### src/rtl/pipe_ctrl_pkg.sv
// rtl/pipe_ctrl_pkg.sv - shared types, stage indices and helpers for the pipeline control unit
package pipe_ctrl_pkg;

  // Stage positions inside the per-stage stall bus (bit0 is the PC register).
  localparam int STG_ID = 2;
  localparam int STG_EX = 3;

  // Active level of a stall request line.
  localparam logic STOP = 1'b1;

  // Width of the internal flush-hold counter; FLUSH_CYC must fit in it (1..15).
  localparam int FLUSH_CNT_W = 4;

  // Control sequencer states.
  typedef enum logic [0:0] {
    ST_RUN   = 1'b0,
    ST_FLUSH = 1'b1
  } ctrl_state_e;

  // Mask with bits [idx:0] set; a stall at a stage also freezes every earlier stage.
  function automatic logic [31:0] low_mask(input int unsigned idx);
    logic [31:0] m;
    if (idx >= 31) begin
      m = '1;
    end else begin
      m = (32'd1 << (idx + 1)) - 32'd1;
    end
    return m;
  endfunction

endpackage

### src/rtl/ctrl_sat_cnt.sv
// rtl/ctrl_sat_cnt.sv - saturating up-counter with enable and synchronous clear
module ctrl_sat_cnt #(
  parameter int W = 32
) (
  input  logic         clk,
  input  logic         rst,
  input  logic         clr,
  input  logic         en,
  output logic [W-1:0] cnt
);

  logic [W-1:0] cnt_q;
  logic [W-1:0] cnt_d;

  // Clear wins over enable; the count sticks at all-ones instead of wrapping.
  always_comb begin
    cnt_d = cnt_q;
    if (clr) begin
      cnt_d = '0;
    end else if (en && (cnt_q != '1)) begin
      cnt_d = cnt_q + W'(1);
    end
  end

  // Count register.
  always_ff @(posedge clk) begin
    if (rst) begin
      cnt_q <= '0;
    end else begin
      cnt_q <= cnt_d;
    end
  end

  assign cnt = cnt_q;

endmodule

### src/rtl/pipe_ctrl.sv
// rtl/pipe_ctrl.sv - per-stage stall generation, flush sequencing, perf counters and EX watchdog
module pipe_ctrl
  import pipe_ctrl_pkg::*;
#(
  parameter int STALL_W   = 6,
  parameter int ID_IDX    = STG_ID,
  parameter int EX_IDX    = STG_EX,
  parameter int PC_W      = 32,
  parameter int FLUSH_CYC = 1,
  parameter int CNT_W     = 32,
  parameter int WDOG_LIM  = 1024
) (
  input  logic               clk,
  input  logic               rst,
  input  logic               stallreq_for_id,
  input  logic               stallreq_for_ex,
  input  logic               excp_req,
  input  logic [PC_W-1:0]    excp_pc,
  output logic [STALL_W-1:0] stall,
  output logic               flush,
  output logic [PC_W-1:0]    new_pc,
  output logic               ex_cancel,
  output logic [CNT_W-1:0]   stall_cycles,
  output logic [CNT_W-1:0]   flush_count,
  output logic               stall_timeout
);

  localparam logic [STALL_W-1:0] EX_MASK = STALL_W'(low_mask(EX_IDX));
  localparam logic [STALL_W-1:0] ID_MASK = STALL_W'(low_mask(ID_IDX));

  localparam int                     WDOG_W     = $clog2(WDOG_LIM + 1);
  localparam logic [WDOG_W-1:0]      WDOG_TOP   = WDOG_W'(WDOG_LIM - 1);
  localparam logic [FLUSH_CNT_W-1:0] FLUSH_LOAD = FLUSH_CNT_W'(FLUSH_CYC);

  ctrl_state_e            state_q, state_d;
  logic [FLUSH_CNT_W-1:0] flush_cnt_q, flush_cnt_d;
  logic [PC_W-1:0]        new_pc_q, new_pc_d;
  logic                   flush_q, flush_d;
  logic                   ex_cancel_q, ex_cancel_d;
  logic                   timeout_q, timeout_d;

  logic [STALL_W-1:0]     stall_vec;
  logic                   in_run;
  logic                   take_excp;
  logic                   wdog_en;
  logic                   wdog_clr;
  logic [WDOG_W-1:0]      wdog_cnt;

  assign in_run    = (state_q == ST_RUN);
  assign take_excp = in_run && excp_req;

  // Watchdog only runs on an uninterrupted EX request in RUN; anything else restarts it.
  assign wdog_en  = in_run && stallreq_for_ex;
  assign wdog_clr = !wdog_en;

  // Zero-latency stall vector: EX outranks ID, and nothing stalls while flushing or in reset.
  always_comb begin
    stall_vec = '0;
    if (!rst && in_run) begin
      if (stallreq_for_ex) begin
        stall_vec = EX_MASK;
      end else if (stallreq_for_id == STOP) begin
        stall_vec = ID_MASK;
      end
    end
  end

  // Sequencer next-state: an accepted exception latches the target and arms the hold counter.
  always_comb begin
    state_d     = state_q;
    flush_cnt_d = flush_cnt_q;
    new_pc_d    = new_pc_q;
    flush_d     = flush_q;
    ex_cancel_d = 1'b0;
    case (state_q)
      ST_RUN: begin
        if (excp_req) begin
          state_d     = ST_FLUSH;
          flush_cnt_d = FLUSH_LOAD;
          new_pc_d    = excp_pc;
          flush_d     = 1'b1;
          ex_cancel_d = stallreq_for_ex;
        end
      end
      ST_FLUSH: begin
        if (flush_cnt_q <= FLUSH_CNT_W'(1)) begin
          state_d     = ST_RUN;
          flush_cnt_d = '0;
          flush_d     = 1'b0;
        end else begin
          flush_cnt_d = flush_cnt_q - FLUSH_CNT_W'(1);
        end
      end
      default: begin
        state_d = ST_RUN;
        flush_d = 1'b0;
      end
    endcase
  end

  // Sticky timeout: set on the WDOG_LIM-th consecutive EX-stall cycle.
  always_comb begin
    timeout_d = timeout_q;
    if (wdog_en && (wdog_cnt >= WDOG_TOP)) begin
      timeout_d = 1'b1;
    end
  end

  // Sequencer state and registered outputs; reset aborts any flush in progress.
  always_ff @(posedge clk) begin
    if (rst) begin
      state_q     <= ST_RUN;
      flush_cnt_q <= '0;
      new_pc_q    <= '0;
      flush_q     <= 1'b0;
      ex_cancel_q <= 1'b0;
      timeout_q   <= 1'b0;
    end else begin
      state_q     <= state_d;
      flush_cnt_q <= flush_cnt_d;
      new_pc_q    <= new_pc_d;
      flush_q     <= flush_d;
      ex_cancel_q <= ex_cancel_d;
      timeout_q   <= timeout_d;
    end
  end

  ctrl_sat_cnt #(.W(CNT_W)) u_stall_cnt (
    .clk (clk),
    .rst (rst),
    .clr (1'b0),
    .en  (|stall_vec),
    .cnt (stall_cycles)
  );

  ctrl_sat_cnt #(.W(CNT_W)) u_flush_cnt (
    .clk (clk),
    .rst (rst),
    .clr (1'b0),
    .en  (take_excp),
    .cnt (flush_count)
  );

  ctrl_sat_cnt #(.W(WDOG_W)) u_wdog_cnt (
    .clk (clk),
    .rst (rst),
    .clr (wdog_clr),
    .en  (wdog_en),
    .cnt (wdog_cnt)
  );

  assign stall         = stall_vec;
  assign flush         = flush_q;
  assign new_pc        = new_pc_q;
  assign ex_cancel     = ex_cancel_q;
  assign stall_timeout = timeout_q;

endmodule

### config.mk
export PLATFORM = sky130hd
export DESIGN_NAME = pipe_ctrl
export DESIGN_NICKNAME = d
export VERILOG_FILES = /design/src/rtl/pipe_ctrl_pkg.sv /design/src/rtl/ctrl_sat_cnt.sv /design/src/rtl/pipe_ctrl.sv
export SDC_FILE = /design/constraint.sdc
export NUM_CORES = 1
export LEC_CHECK = 0
export CORE_MARGIN = 2
export CORE_UTILIZATION = 40
export CTS_CLUSTER_DIAMETER = 200
export DETAILED_ROUTE_END_ITERATION = 10
export GPL_TIMING_DRIVEN = 0
export PLACE_DENSITY = 0.71
export SYNTH_ARGS = -nofsm -noshare
export SYNTH_HDL_FRONTEND = slang
export SYNTH_SLANG_ARGS = --single-unit
### constraint.sdc
create_clock -name clk -period 3.1 [get_ports clk]
set_clock_uncertainty 0.05 [all_clocks]
set_input_delay 0.93 -clock clk [delete_from_list [all_inputs] [get_ports clk]]
set_output_delay 0.93 -clock clk [all_outputs]
set_load 0.02 [all_outputs]
## Yosys cells after proc, flatten, opt, wreduce, memory -nomap -nowiden

Index checks and enable logic that the tools add are counted.

| storage, ports and cells | value |
|---|---|
| flip-flop bits (word level) | 115 |
| input port bits | 37 |
| output and inout bits | 105 |

| cells by class | value |
|---|---|
| $add $sub $neg | 4 |
| magnitude comparators | 2 |
| eq/ne operators | 5 |
| muxes and demuxes | 12 |
| bitwise logic cells | 3 |
| reduce and logical (&&, ||, !) cells | 13 |

Operators with widths:

| operator | number |
|---|---|
| 32-bit by 1-bit adder with 32-bit output (second input constant) | 2 |
| 32-bit inequality test (second input constant) | 2 |
| 4-bit two-way mux | 3 |
| 11-bit by 1-bit adder with 11-bit output (second input constant) | 1 |
| 11-bit by 10-bit greater-or-equal comparator with 1-bit output (second input constant) | 1 |
| 11-bit inequality test (second input constant) | 1 |
| 4-bit one-hot mux with 2 select lines | 1 |
| 1-bit logical AND | 7 |
| 6-bit two-way mux | 1 |
| 6-bit OR reduction | 1 |
| 4-bit by 1-bit less-or-equal comparator with 1-bit output (second input constant) | 1 |
| 1-bit two-way mux | 4 |
| 1-bit one-hot mux with 2 select lines | 2 |
| 2-bit AND reduction | 2 |
| 4-bit by 1-bit subtractor with 4-bit output (second input constant) | 1 |
| 3-bit two-way mux | 1 |
| 1-bit inverter | 3 |
| 3-bit OR reduction | 1 |
| 2-bit by 1-bit inequality test with 1-bit output (second input constant) | 1 |
| 2-bit inequality test (second input constant) | 1 |
| 2-bit OR reduction | 1 |
| 1-bit logical NOT | 1 |

## Longest topological paths before layout

Gate-level depths: netlist (run 1).

| logic depth | value |
|---|---|
| depth after elaboration | 5 |
| depth in mapped cells | 9 |

## By module

A second synthesis (run 1) with hierarchy kept.

| second synthesis, totals | value |
|---|---|
| cell total of the unflattened synthesis | 660 |
| area, all modules | 5407.7 um^2 |

By module, submodules not included:

| module | times used | cells an instance | area each (um^2) | sequential area each (um^2) |
|---|---|---|---|---|
| ctrl_sat_cnt at u_flush_cnt ... | 2 | 198 | 1620.3 | 640.6 |
| pipe_ctrl | 1 | 194 | 1540.2 | 800.8 |
| ctrl_sat_cnt at u_wdog_cnt | 1 | 70 | 626.9 | 220.2 |

## Least setup slack after synthesis (run 1)

No wires, ideal clock.

| timing path | value |
|---|---|
| path kind | input -> output |
| from | in rst |
| to | out stall[1] |
| arrival time | 2.078 ns |
| path slack | 0.042 ns |
| stages | 6 |
| buffers on the path | 3 |
| cells stage by stage | or2_4 or2_1 clkbuf_1 inv_2 buf_2 buf_4 |

| on the way | value |
|---|---|
| word-level cells in the longest chain between the ends | 3 |

RTL lines:

| what | line | text |
|---|---|---|
| from (decl) | pipe_ctrl.sv:14 | `input logic rst,` |
| 1-bit logical NOT | pipe_ctrl.sv:59 | `if (!rst && in_run) begin` |
| 1-bit logical AND | pipe_ctrl.sv:59 |  |
| 6-bit two-way mux | pipe_ctrl.sv:59 |  |
| to (decl) | pipe_ctrl.sv:19 | `output logic [STALL_W-1:0] stall,` |

No other way between the ends.

## Worst setup path in the final report (run 1)

| timing path | value |
|---|---|
| from | in stallreq_for_id |
| to | out stall[1] |

| on the way | value |
|---|---|
| word-level cells in the longest chain between the ends | 3 |

RTL lines:

| what | line | text |
|---|---|---|
| from (decl) | pipe_ctrl.sv:15 | `input logic stallreq_for_id,` |
| 3-bit two-way mux | pipe_ctrl.sv:62 | `end else if (stallreq_for_id == STOP) begin` |
| 4-bit two-way mux | pipe_ctrl.sv:60 | `if (stallreq_for_ex) begin` |
| 6-bit two-way mux | pipe_ctrl.sv:59 |  |

No other way between the ends.

==> results.sh, run 1 <==
export IMPL_place_congestion=0.8999
export IMPL_grt_pass1_vias=5413
export IMPL_initial_core_util=0.4088
export IMPL_port_buffers=139
export IMPL_crit_slowest_cell="clkdlybuf4s50_1"
export IMPL_hold_start="new_pc[18]$_SDFFE_PP0P_"
export IMPL_layout_nets=853
export IMPL_arrival_ns=2.07
export IMPL_cts_tree="built"
export IMPL_leakagePower_nw=2.634
export IMPL_path_class="in2out"
export IMPL_post_dp_hpwl_um=11740
export IMPL_antenna_found_initial=0
export IMPL_hold_path_endpoint="new_pc[18]$_SDFFE_PP0P_"
export IMPL_crit_fanout=5
export IMPL_grt_pass1_wl_um=26700
export IMPL_met3_length_um=1373
export IMPL_final_cell_mix="clkdlybuf4s50_1, dfxtp_1, nand2_1, a21oi_1, nor2_1"
export IMPL_ir_drop_uv=345.1
export IMPL_outcome="finished, final reports clean"
export IMPL_r2r_end="u_flush_cnt.cnt[9]$_SDFFE_PP0P_"
export IMPL_relSlewSlack=0.4129
export IMPL_rsz0062_at_grt="no"
export IMPL_cp_start_kind="input port"
export IMPL_rr_startpoint="u_flush_cnt.cnt[8]$_SDFFE_PP0P_"
export IMPL_drive_gt1_frac=0.1080
export IMPL_clock_fmax_mhz=328.3
export IMPL_startpoint="stallreq_for_id"
export IMPL_highest_layer="met4"
export IMPL_endpoint_kind="output port"
export IMPL_path_buf_inv=4
export IMPL_max_cap_violations=0
export IMPL_netlist_area_leader_share=0.4252
export IMPL_p_per_area_nw_per_um2=510.6
export IMPL_syn_area_per_cell_um2=8.342
export IMPL_first_pass_iters=5
export IMPL_fin_crit_sh=0.9825
export IMPL_mostFrequentLayoutCell="clkdlybuf4s50_1"
export IMPL_min_period_ns=3.046
export IMPL_synth_edff_count=0
export IMPL_drt_iter0_drc=413
export IMPL_routed_wl_um=16280
export IMPL_path_delay_family="buffers and inverters"
export IMPL_fp_dieArea_um2=14480
export IMPL_cp_required_ns=2.12
export IMPL_ctsLongestPathBuffers=2
export IMPL_syn_cell_area_um2=5414
export IMPL_tightest_slew_ns=0.8733
export IMPL_wl_met1_um=6924
export IMPL_overflow=0
export IMPL_cts_sinks=115
export IMPL_cts_htree_levels=4
export IMPL_slowest_delay_ns=0.51
export IMPL_clock_latency_ns=0.42
export IMPL_die_w_um=120.3
export IMPL_total_power_mw=3.938
export IMPL_post_drt_wl_per_cell_um=16.28
export IMPL_diodes=0
export IMPL_slew_violations=0
export IMPL_yosysTopAreaCell="dfxtp_1"
export IMPL_syn_to_final_growth_pct=42.43
export IMPL_grt_max_degree=17
export IMPL_ys_types=55
export IMPL_placementRows=42
export IMPL_path_clk_slew_ns=0.05
export IMPL_ios=142
export IMPL_netlist_top_cells_area="dfxtp_1, a21oi_1, nand2_1"
export IMPL_core_um2=13240
export IMPL_via_count=5629
export IMPL_ys_flop_type="dfxtp_1"
export IMPL_reg2reg_slack_ns=0.62
export IMPL_ys_seq_area_frac=0.4252
export IMPL_async_flop_share=0
export IMPL_cp_cell_sequence="clkdlybuf4s50_1 > nor2_4 > or2_4 > inv_8 > buf_4 > buf_4"
export IMPL_postLayoutCoreUtil=0.5823
export IMPL_numCtsBuffers=17
export IMPL_stdcell_count=1000
export IMPL_path_common_cell="buf_4"
export IMPL_die_height_um=120.3
export IMPL_routed_via_density=5.629
export IMPL_final_setup_viol_count=0
export IMPL_cts_root_buffer_cell="clkbuf_16"
export IMPL_hold_buffers=0
export IMPL_ys_seq_elements=115
export IMPL_r2r_cells=9
export IMPL_drc=0
export IMPL_dr_wl_met2_um=7702
export IMPL_track_usage=0.2301
export IMPL_worstHoldPathCells=2
export IMPL_hold_viol=0
export IMPL_antenna_left=0
export IMPL_dp_cells=965
export IMPL_synthCells=649
export IMPL_yosysWarnings=0
export IMPL_tns_ns=0
export IMPL_min_path_type="reg2reg"
-- per-layer routing --
| metal | track usage | vias up |
|---|---|---|
| met1 | 0.2839 | 2701 |
| met2 | 0.3732 | 206 |
| li1 | - | 2699 |
| met3 | 0.08396 | 23 |
| met4 | 0.07485 | 0 |
| met5 | 0 | - |
-- registers in the layout, indices dropped and copies added, names as in the netlist --
name	count
u_flush_cnt.cnt	32
u_stall_cnt.cnt	32
state_q	1
stall_timeout	1
u_wdog_cnt.cnt	11
new_pc	32
flush_cnt_q	4
ex_cancel	1
flush	1
-- metrics by stage --
step	setup WS, ns	hold WS [ns]	cell area [um2]
floorplan	0.04179	0.4133	5418
global placement	-1.268	0.3913	7029
detailed placement	-1.326	0.3985	7029
CTS	0.007913	0.4081	7696
global route	0.03029	0.4291	7711
finish	0.05417	0.4042	7711
-- tightest hold or removal path: stages, from the launching register on --
cell,delay (ns)
dfxtp_1,0.31
nand2_1,0.05
a21oi_1,0.05
-- Yosys cell counts (4+ instances only) --
library cell,number
xnor2_1,8
clkbuf_1,20
nand2_1,95
nor2b_1,16
or3_1,22
ha_1,5
o31a_1,4
o21ai_0,23
nor2_1,44
nand4_1,23
inv_1,9
nor4_1,9
o31ai_1,18
and3_1,9
and4_1,9
dfxtp_1,115
nor3_1,11
or4_1,22
buf_1,5
buf_4,5
nand3_1,22
a21oi_1,76
mux2_2,14
buf_2,5
-- cells by family (layout without fill, tap and decap cells) --
kind of cell	Yosys count	in the layout	synth area share
fa+ha+maj	5	5	0.01156
flops	115	115	0.4252
compound gates	140	140	0.1523
mux	16	16	0.03282
simple gates	314	314	0.3205
other cells	1	2	0.0006927
xor+xnor	10	10	0.01618
buf+inv	48	222	0.04067
-- area by class of cell --
class	count	area (um2)
Tap cell	176	220.2
Sequential cell	115	2302
Timing Repair Buffer	144	1415
Fill cell	1196	5532
Multi-Input combinational cell	487	2919
Inverter	11	61.31
Clock buffer	22	484.2
Clock inverter	10	128.9
Buffer	35	180.2
-- worst max-delay path by stage --
stage | to | slack, ns | cells after the start
after CTS | stall[3] | 0.008 | 5
after detailed placement | stall[3] | -1.33 | 6
after floorplan | stall[1] | 0.04 | 6
final | stall[1] | 0.05 | 6
after global routing | stall[2] | 0.03 | 6
after global placement | stall[3] | -1.27 | 6
-- power breakdown --
part / internal [mW] / switching, mW / leakage, nW
clock: 1.34 / 0.692 / 0.309
combinational: 0.164 / 0.194 / 1.39
sequential: 1.52 / 0.0291 / 0.933
total: 3.02 / 0.915 / 2.63
-- timing repair --
item                       CTS  global route
setup buffers                4             1
resized for setup           31             4
pin swaps                    1             0
setup endpoints to repair    4             4
Note: power is estimated with default switching activity, not from simulation.
==> run 2, diff against run 1 <==
--- a/config.mk
+++ b/config.mk
@@ -9,8 +9,9 @@
 export CORE_UTILIZATION = 40
 export CTS_CLUSTER_DIAMETER = 200
 export DETAILED_ROUTE_END_ITERATION = 10
-export GPL_TIMING_DRIVEN = 0
 export PLACE_DENSITY = 0.71
+export SETUP_SLACK_MARGIN = 0.02
 export SYNTH_ARGS = -nofsm -noshare
 export SYNTH_HDL_FRONTEND = slang
+export SYNTH_HIERARCHICAL = 1
 export SYNTH_SLANG_ARGS = --single-unit
==> results.sh, run 2 <==
export IMPL_syn_area_per_cell_um2=8.193
export IMPL_endpoint_kind="output port"
export IMPL_track_usage=0.1984
export IMPL_p_sw_frac=0.2192
export IMPL_arrival_ns=2.03
export IMPL_antenna_left=0
export IMPL_rr_startpoint="u_flush_cnt/cnt[11]$_SDFFE_PP0P_"
export IMPL_routed_via_density=5.506
export IMPL_syn_to_final_growth_pct=42.13
export IMPL_synth_common_cells="dfxtp_1, nand2_1, a21oi_1"
export IMPL_ios=142
export IMPL_cts_setup_buffers=0
export IMPL_synth_compound_area_share=0.2015
export IMPL_cts_tree="built"
export IMPL_hold_buffers=0
export IMPL_drt_iter0_drc=356
export IMPL_first_pass_iters=6
export IMPL_ys_seq_area_frac=0.4257
export IMPL_r2r_end="u_flush_cnt/cnt[6]$_SDFFE_PP0P_"
export IMPL_ir_drop_uv=363.1
export IMPL_yosys_area_share_simple=0.2894
export IMPL_seq_area_um2=2302
export IMPL_slowest_delay_ns=0.49
export IMPL_ctsResizeCount=12
export IMPL_drc=0
export IMPL_fin_hold_ws_ns=0.4019
export IMPL_combPwrFrac=0.083
export IMPL_dp_cells=974
export IMPL_async_flop_share=0
export IMPL_hold_viol=0
export IMPL_clock_fmax_mhz=332.7
export IMPL_r2r_cells=6
export IMPL_leakagePower_nw=2.624
export IMPL_syn_cell_area_um2=5408
export IMPL_multiInputGateArea_um2=2883
export IMPL_cp_start_kind="input port"
export IMPL_clock_latency_ns=0.42
export IMPL_stdcell_count=1005
export IMPL_grt_pass1_vias=5032
export IMPL_yosysTopAreaCell="dfxtp_1"
export IMPL_final_cell_mix="clkdlybuf4s50_1, dfxtp_1, nand2_1, a21oi_1, nor2_1"
export IMPL_min_period_ns=3.005
export IMPL_fp_dieArea_um2=14460
export IMPL_hold_path_endpoint="new_pc[8]$_SDFFE_PP0P_"
export IMPL_postLayoutCoreUtil=0.5804
export IMPL_fin_crit_sh=0.9694
export IMPL_synth_mux_area_frac=0.001851
export IMPL_slew_violations=0
export IMPL_design_area_um2=7686
export IMPL_worstHoldPathCells=2
export IMPL_p_per_area_nw_per_um2=497.9
export IMPL_setup_ws_ns=0.09472
export IMPL_post_drt_wl_per_cell_um=14.60
export IMPL_max_cap_violations=0
export IMPL_path_class="in2out"
export IMPL_ctsLongestPathBuffers=2
export IMPL_power_frac_seq=0.403
export IMPL_placed_cell_area_um2=7087
export IMPL_total_power_mw=3.827
export IMPL_outcome="finished, final reports clean"
export IMPL_rsz0062_at_grt="no"
export IMPL_dp_slack_ns=-0.3444
export IMPL_ys_flop_type="dfxtp_1"
export IMPL_core_um2=13240
export IMPL_drive_gt1_frac=0.09891
export IMPL_grt_max_degree=42
export IMPL_cts_root_buffer_cell="clkbuf_16"
export IMPL_port_buffers=139
export IMPL_tns_ns=0
export IMPL_synth_fa_ha_area_frac=0.01157
export IMPL_path_clk_slew_ns=0.05
export IMPL_crit_slowest_cell="clkdlybuf4s50_1"
export IMPL_place_congestion=0.9127
export IMPL_p_int_mw=2.988
export IMPL_reg2reg_slack_ns=0.25
export IMPL_post_dp_hpwl_um=10420
export IMPL_synth_top_family_by_area="simple AND/OR/NAND/NOR gates"
export IMPL_power_switching_mw=0.8388
export IMPL_routed_wl_um=14670
export IMPL_placementRows=42
export IMPL_netlist_area_leader_share=0.4257
export IMPL_final_setup_viol_count=0
export IMPL_cp_required_ns=2.12
export IMPL_synth_edff_count=0
export IMPL_synthXorXnorAreaFrac=0.02267
export IMPL_min_path_type="reg2reg"
export IMPL_die_height_um=120.3
export IMPL_yosysWarnings=6
export IMPL_synthCells=660
export IMPL_diodes=0
export IMPL_mostFrequentLayoutCell="clkdlybuf4s50_1"
export IMPL_antenna_found_initial=0
export IMPL_cp_cell_sequence="clkdlybuf4s50_1 > or3b_1 > inv_1 > buf_2"
export IMPL_pwr_share_clk=0.513
export IMPL_overflow=0
export IMPL_crit_fanout=3
export IMPL_layout_nets=859
export IMPL_cts_sinks=115
export IMPL_grt_pass1_wl_um=23470
export IMPL_netlist_top_cells_area="dfxtp_1, nand2_1, a21oi_1"
export IMPL_cts_htree_levels=4
export IMPL_ys_seq_elements=115
export IMPL_ys_types=60
export IMPL_via_count=5534
export IMPL_relSlewSlack=0.3630
export IMPL_initial_core_util=0.4084
export IMPL_tightest_slew_ns=0.9475
export IMPL_numCtsBuffers=17
export IMPL_fill_cells=1179
export IMPL_hold_start="new_pc[8]$_SDFFE_PP0P_"
export IMPL_yosysMostFrequentCell="dfxtp_1"
export IMPL_die_w_um=120.3
run 2: cell count changes in the layout (fill, tap and decap cells not counted), sizes merged, moves of 10 or more:
cell / previous run / this run
or3: 24 / 34
nand2: 95 / 106
mux2: 14 / 0
a21oi: 76 / 66
buf: 25 / 35
clkbuf: 41 / 28
nor2b: 16 / 2
o31ai: 19 / 6
o21ai: 23 / 37
run 2: cell families after synthesis:
kind of cell,count (synthesis)
other,1
flip-flops,115
adder cells (fa/ha/maj),5
XOR/XNOR,14
AO/OA/AOI/OAI,172
AND/OR/NAND/NOR,299
multiplexers,1
buffers and inverters,53
run 2: final cells by class:
cell class              instances  area share
multi-input cells             497      0.3751
flip-flops and latches        115      0.2995
repair buffers                172      0.2116
clock buffers                  28     0.06984
well taps                     176     0.02865
clock inverters                 3    0.008465
inverters                      14    0.006837
run 2: power by group through the flow:
stage | Clock, mW | Sequential [mW] | Combinational [mW]
after floorplan | 0 | 1.60 | 0.139
after global placement | 0 | 1.57 | 0.316
after detailed placement | 0 | 1.57 | 0.323
after CTS | 2.01 | 1.54 | 0.322
after global routing | 2.09 | 1.55 | 0.345
final | 1.96 | 1.54 | 0.319
run 2: critical path, delay by kind of cell:
family	cells	cell delay [ns]
buf+inv	3	0.71
simple gates	1	0.39
run 2: how the worst max path moves through the flow:
stage | startpoint | depth (start not counted) | slack (ns) | endpoint
floorplan | excp_req | 9 | 0.16 | u_flush_cnt/cnt[26]$_SDFFE_PP0P_
global placement | stallreq_for_ex | 4 | -0.32 | stall[3]
detailed placement | stallreq_for_ex | 4 | -0.34 | stall[3]
finish | stallreq_for_ex | 4 | 0.09 | stall[3]
global route | stallreq_for_ex | 4 | 0.05 | stall[2]
CTS | stallreq_for_ex | 4 | 0.03 | stall[2]
run 2: per-layer routing:
metal / wire, um / global-route usage / part of all wire / vias up
met5: 0 / 0 / 0 / -
met4: 170 / 0.07558 / 0.012 / 0
met3: 734 / 0.04858 / 0.050 / 14
met2: 7385 / 0.3469 / 0.50 / 162
met1: 6383 / 0.2345 / 0.44 / 2608
li1: - / - / - / 2750
==> run 3, diff against run 2 <==
--- a/config.mk
+++ b/config.mk
@@ -5,11 +5,13 @@
 export SDC_FILE = /design/constraint.sdc
 export NUM_CORES = 1
 export LEC_CHECK = 0
+export CAP_MARGIN = 25
 export CORE_MARGIN = 2
-export CORE_UTILIZATION = 40
+export CORE_UTILIZATION = 49
 export CTS_CLUSTER_DIAMETER = 200
 export DETAILED_ROUTE_END_ITERATION = 10
-export PLACE_DENSITY = 0.71
+export GPL_ROUTABILITY_DRIVEN = 0
+export PLACE_DENSITY = 0.83
 export SETUP_SLACK_MARGIN = 0.02
 export SYNTH_ARGS = -nofsm -noshare
 export SYNTH_HDL_FRONTEND = slang
==> results.sh, run 3 (synthesis gave the netlist of run 2 again) <==
export IMPL_multiInputGateArea_um2=2878
export IMPL_drt_iter0_drc=459
export IMPL_fin_crit_sh=0.9870
export IMPL_min_period_ns=3.060
export IMPL_crit_fanout=3
export IMPL_ios=142
export IMPL_cts_htree_levels=4
export IMPL_grt_max_degree=49
export IMPL_rsz0062_at_grt="yes"
export IMPL_antenna_found_initial=0
export IMPL_drc=0
export IMPL_cp_start_kind="input port"
export IMPL_grt_pass1_wl_um=24400
export IMPL_final_setup_viol_count=0
export IMPL_fin_hold_ws_ns=0.4042
export IMPL_die_height_um=109.1
export IMPL_track_usage=0.2551
export IMPL_fp_dieArea_um2=11890
export IMPL_layout_nets=858
export IMPL_min_path_type="reg2reg"
export IMPL_hold_viol=0
export IMPL_port_buffers=139
export IMPL_final_cell_mix="clkdlybuf4s50_1, dfxtp_1, nand2_1, a21oi_1, nor2_1"
export IMPL_max_cap_violations=0
export IMPL_hold_start="new_pc[18]$_SDFFE_PP0P_"
export IMPL_cts_root_buffer_cell="clkbuf_8"
export IMPL_p_per_area_nw_per_um2=506.6
export IMPL_total_power_mw=3.867
export IMPL_cts_tree="built"
export IMPL_die_w_um=109.1
export IMPL_startpoint="stallreq_for_ex"
export IMPL_post_dp_hpwl_um=10510
export IMPL_rr_startpoint="u_flush_cnt/cnt[11]$_SDFFE_PP0P_"
export IMPL_cts_sinks=115
export IMPL_outcome="finished, final reports clean"
export IMPL_placementRows=38
export IMPL_tns_ns=0
export IMPL_hold_buffers=0
export IMPL_numCtsBuffers=17
export IMPL_arrival_ns=2.08
export IMPL_routed_wl_um=15310
export IMPL_tightest_slew_ns=1.004
export IMPL_path_clk_slew_ns=0.05
export IMPL_diodes=0
export IMPL_antenna_left=0
export IMPL_syn_to_final_growth_pct=41.14
export IMPL_endpoint_kind="output port"
export IMPL_mostFrequentLayoutCell="clkdlybuf4s50_1"
export IMPL_grt_pass1_vias=5296
export IMPL_ctsLongestPathBuffers=2
export IMPL_ir_drop_uv=292.2
export IMPL_path_class="in2out"
export IMPL_clock_fmax_mhz=326.8
export IMPL_clock_latency_ns=0.52
export IMPL_leakagePower_nw=2.625
export IMPL_post_drt_wl_per_cell_um=15.80
export IMPL_drive_gt1_frac=0.1001
export IMPL_cts_setup_buffers=0
export IMPL_initial_core_util=0.5010
export IMPL_first_pass_iters=5
export IMPL_fill_cells=872
export IMPL_seq_area_um2=2302
export IMPL_routed_via_density=5.892
export IMPL_via_count=5709
export IMPL_cp_required_ns=2.12
export IMPL_core_um2=10790
export IMPL_overflow=0
export IMPL_relSlewSlack=0.3204
export IMPL_slew_violations=0
[run 3: cell count changes in the layout (fill, tap and decap cells not counted), sizes merged]
| cell | previous run | this run |
|---|---|---|
| clkbuf | 28 | 21 |
| clkinv | 1 | 6 |
| clkdlybuf4s15 | 1 | 0 |
| buf | 35 | 34 |
| bufinv | 2 | 4 |
| clkinvlp | 0 | 1 |
| dlygate4sd1 | 2 | 3 |
[run 3: path summary, 6_finish.rpt]
path              cells past startpoint  slack, ns                               end
setup / recovery                      4       0.04                          stall[1]
hold / removal                        2       0.40           new_pc[18]$_SDFFE_PP0P_
setup reg to reg                      6       0.13  u_flush_cnt/cnt[31]$_SDFFE_PP0P_
hold reg to reg                       2       0.40           new_pc[18]$_SDFFE_PP0P_
[run 3: worst max-delay path: stages]
cell	delay, ns
clkdlybuf4s50_1	0.49
nor2_1	0.08
nor3_1	0.22
dlygate4sd1_1	0.36
[run 3: metal layers]
metal / routed length (um) / global-route usage
met1: 6451 / 0.3049
met2: 7582 / 0.4401
met3: 1066 / 0.06336
met4: 207 / 0.09615
met5: 0 / 0
[run 3: where the power goes]
part	switching (mW)	internal (mW)
Clock	0.665	1.34
Sequential	0.0271	1.52
Combinational	0.176	0.145
[run 3: final cells by class]
type / count / area share
clock inverter: 11 / 0.02066
inverter: 14 / 0.006885
clock buffer: 21 / 0.05885
multi-input combinational: 497 / 0.3770
tap: 140 / 0.02295
timing repair buffer: 171 / 0.2120
sequential: 115 / 0.3016
[run 3: per-stage QoR]
step / instances / utilization / instance area [um2] / setup WS, ns
6_report: 969 / 0.7072 / 7632 / 0.04031
5_1_grt: 969 / 0.7072 / 7632 / -0.004651
4_1_cts: 969 / 0.7077 / 7639 / 0.02003
3_5_place_dp: 937 / 0.6518 / 7034 / -0.3144
3_3_place_gp: 937 / 0.6518 / 7034 / -0.3156
2_1_floorplan: 665 / - / 5431 / 0.1569
[run 3: what timing repair did]
action	4_1_cts	5_1_grt
setup endpoints to repair	4	4
gates resized for setup	6	7
pin swaps	0	0
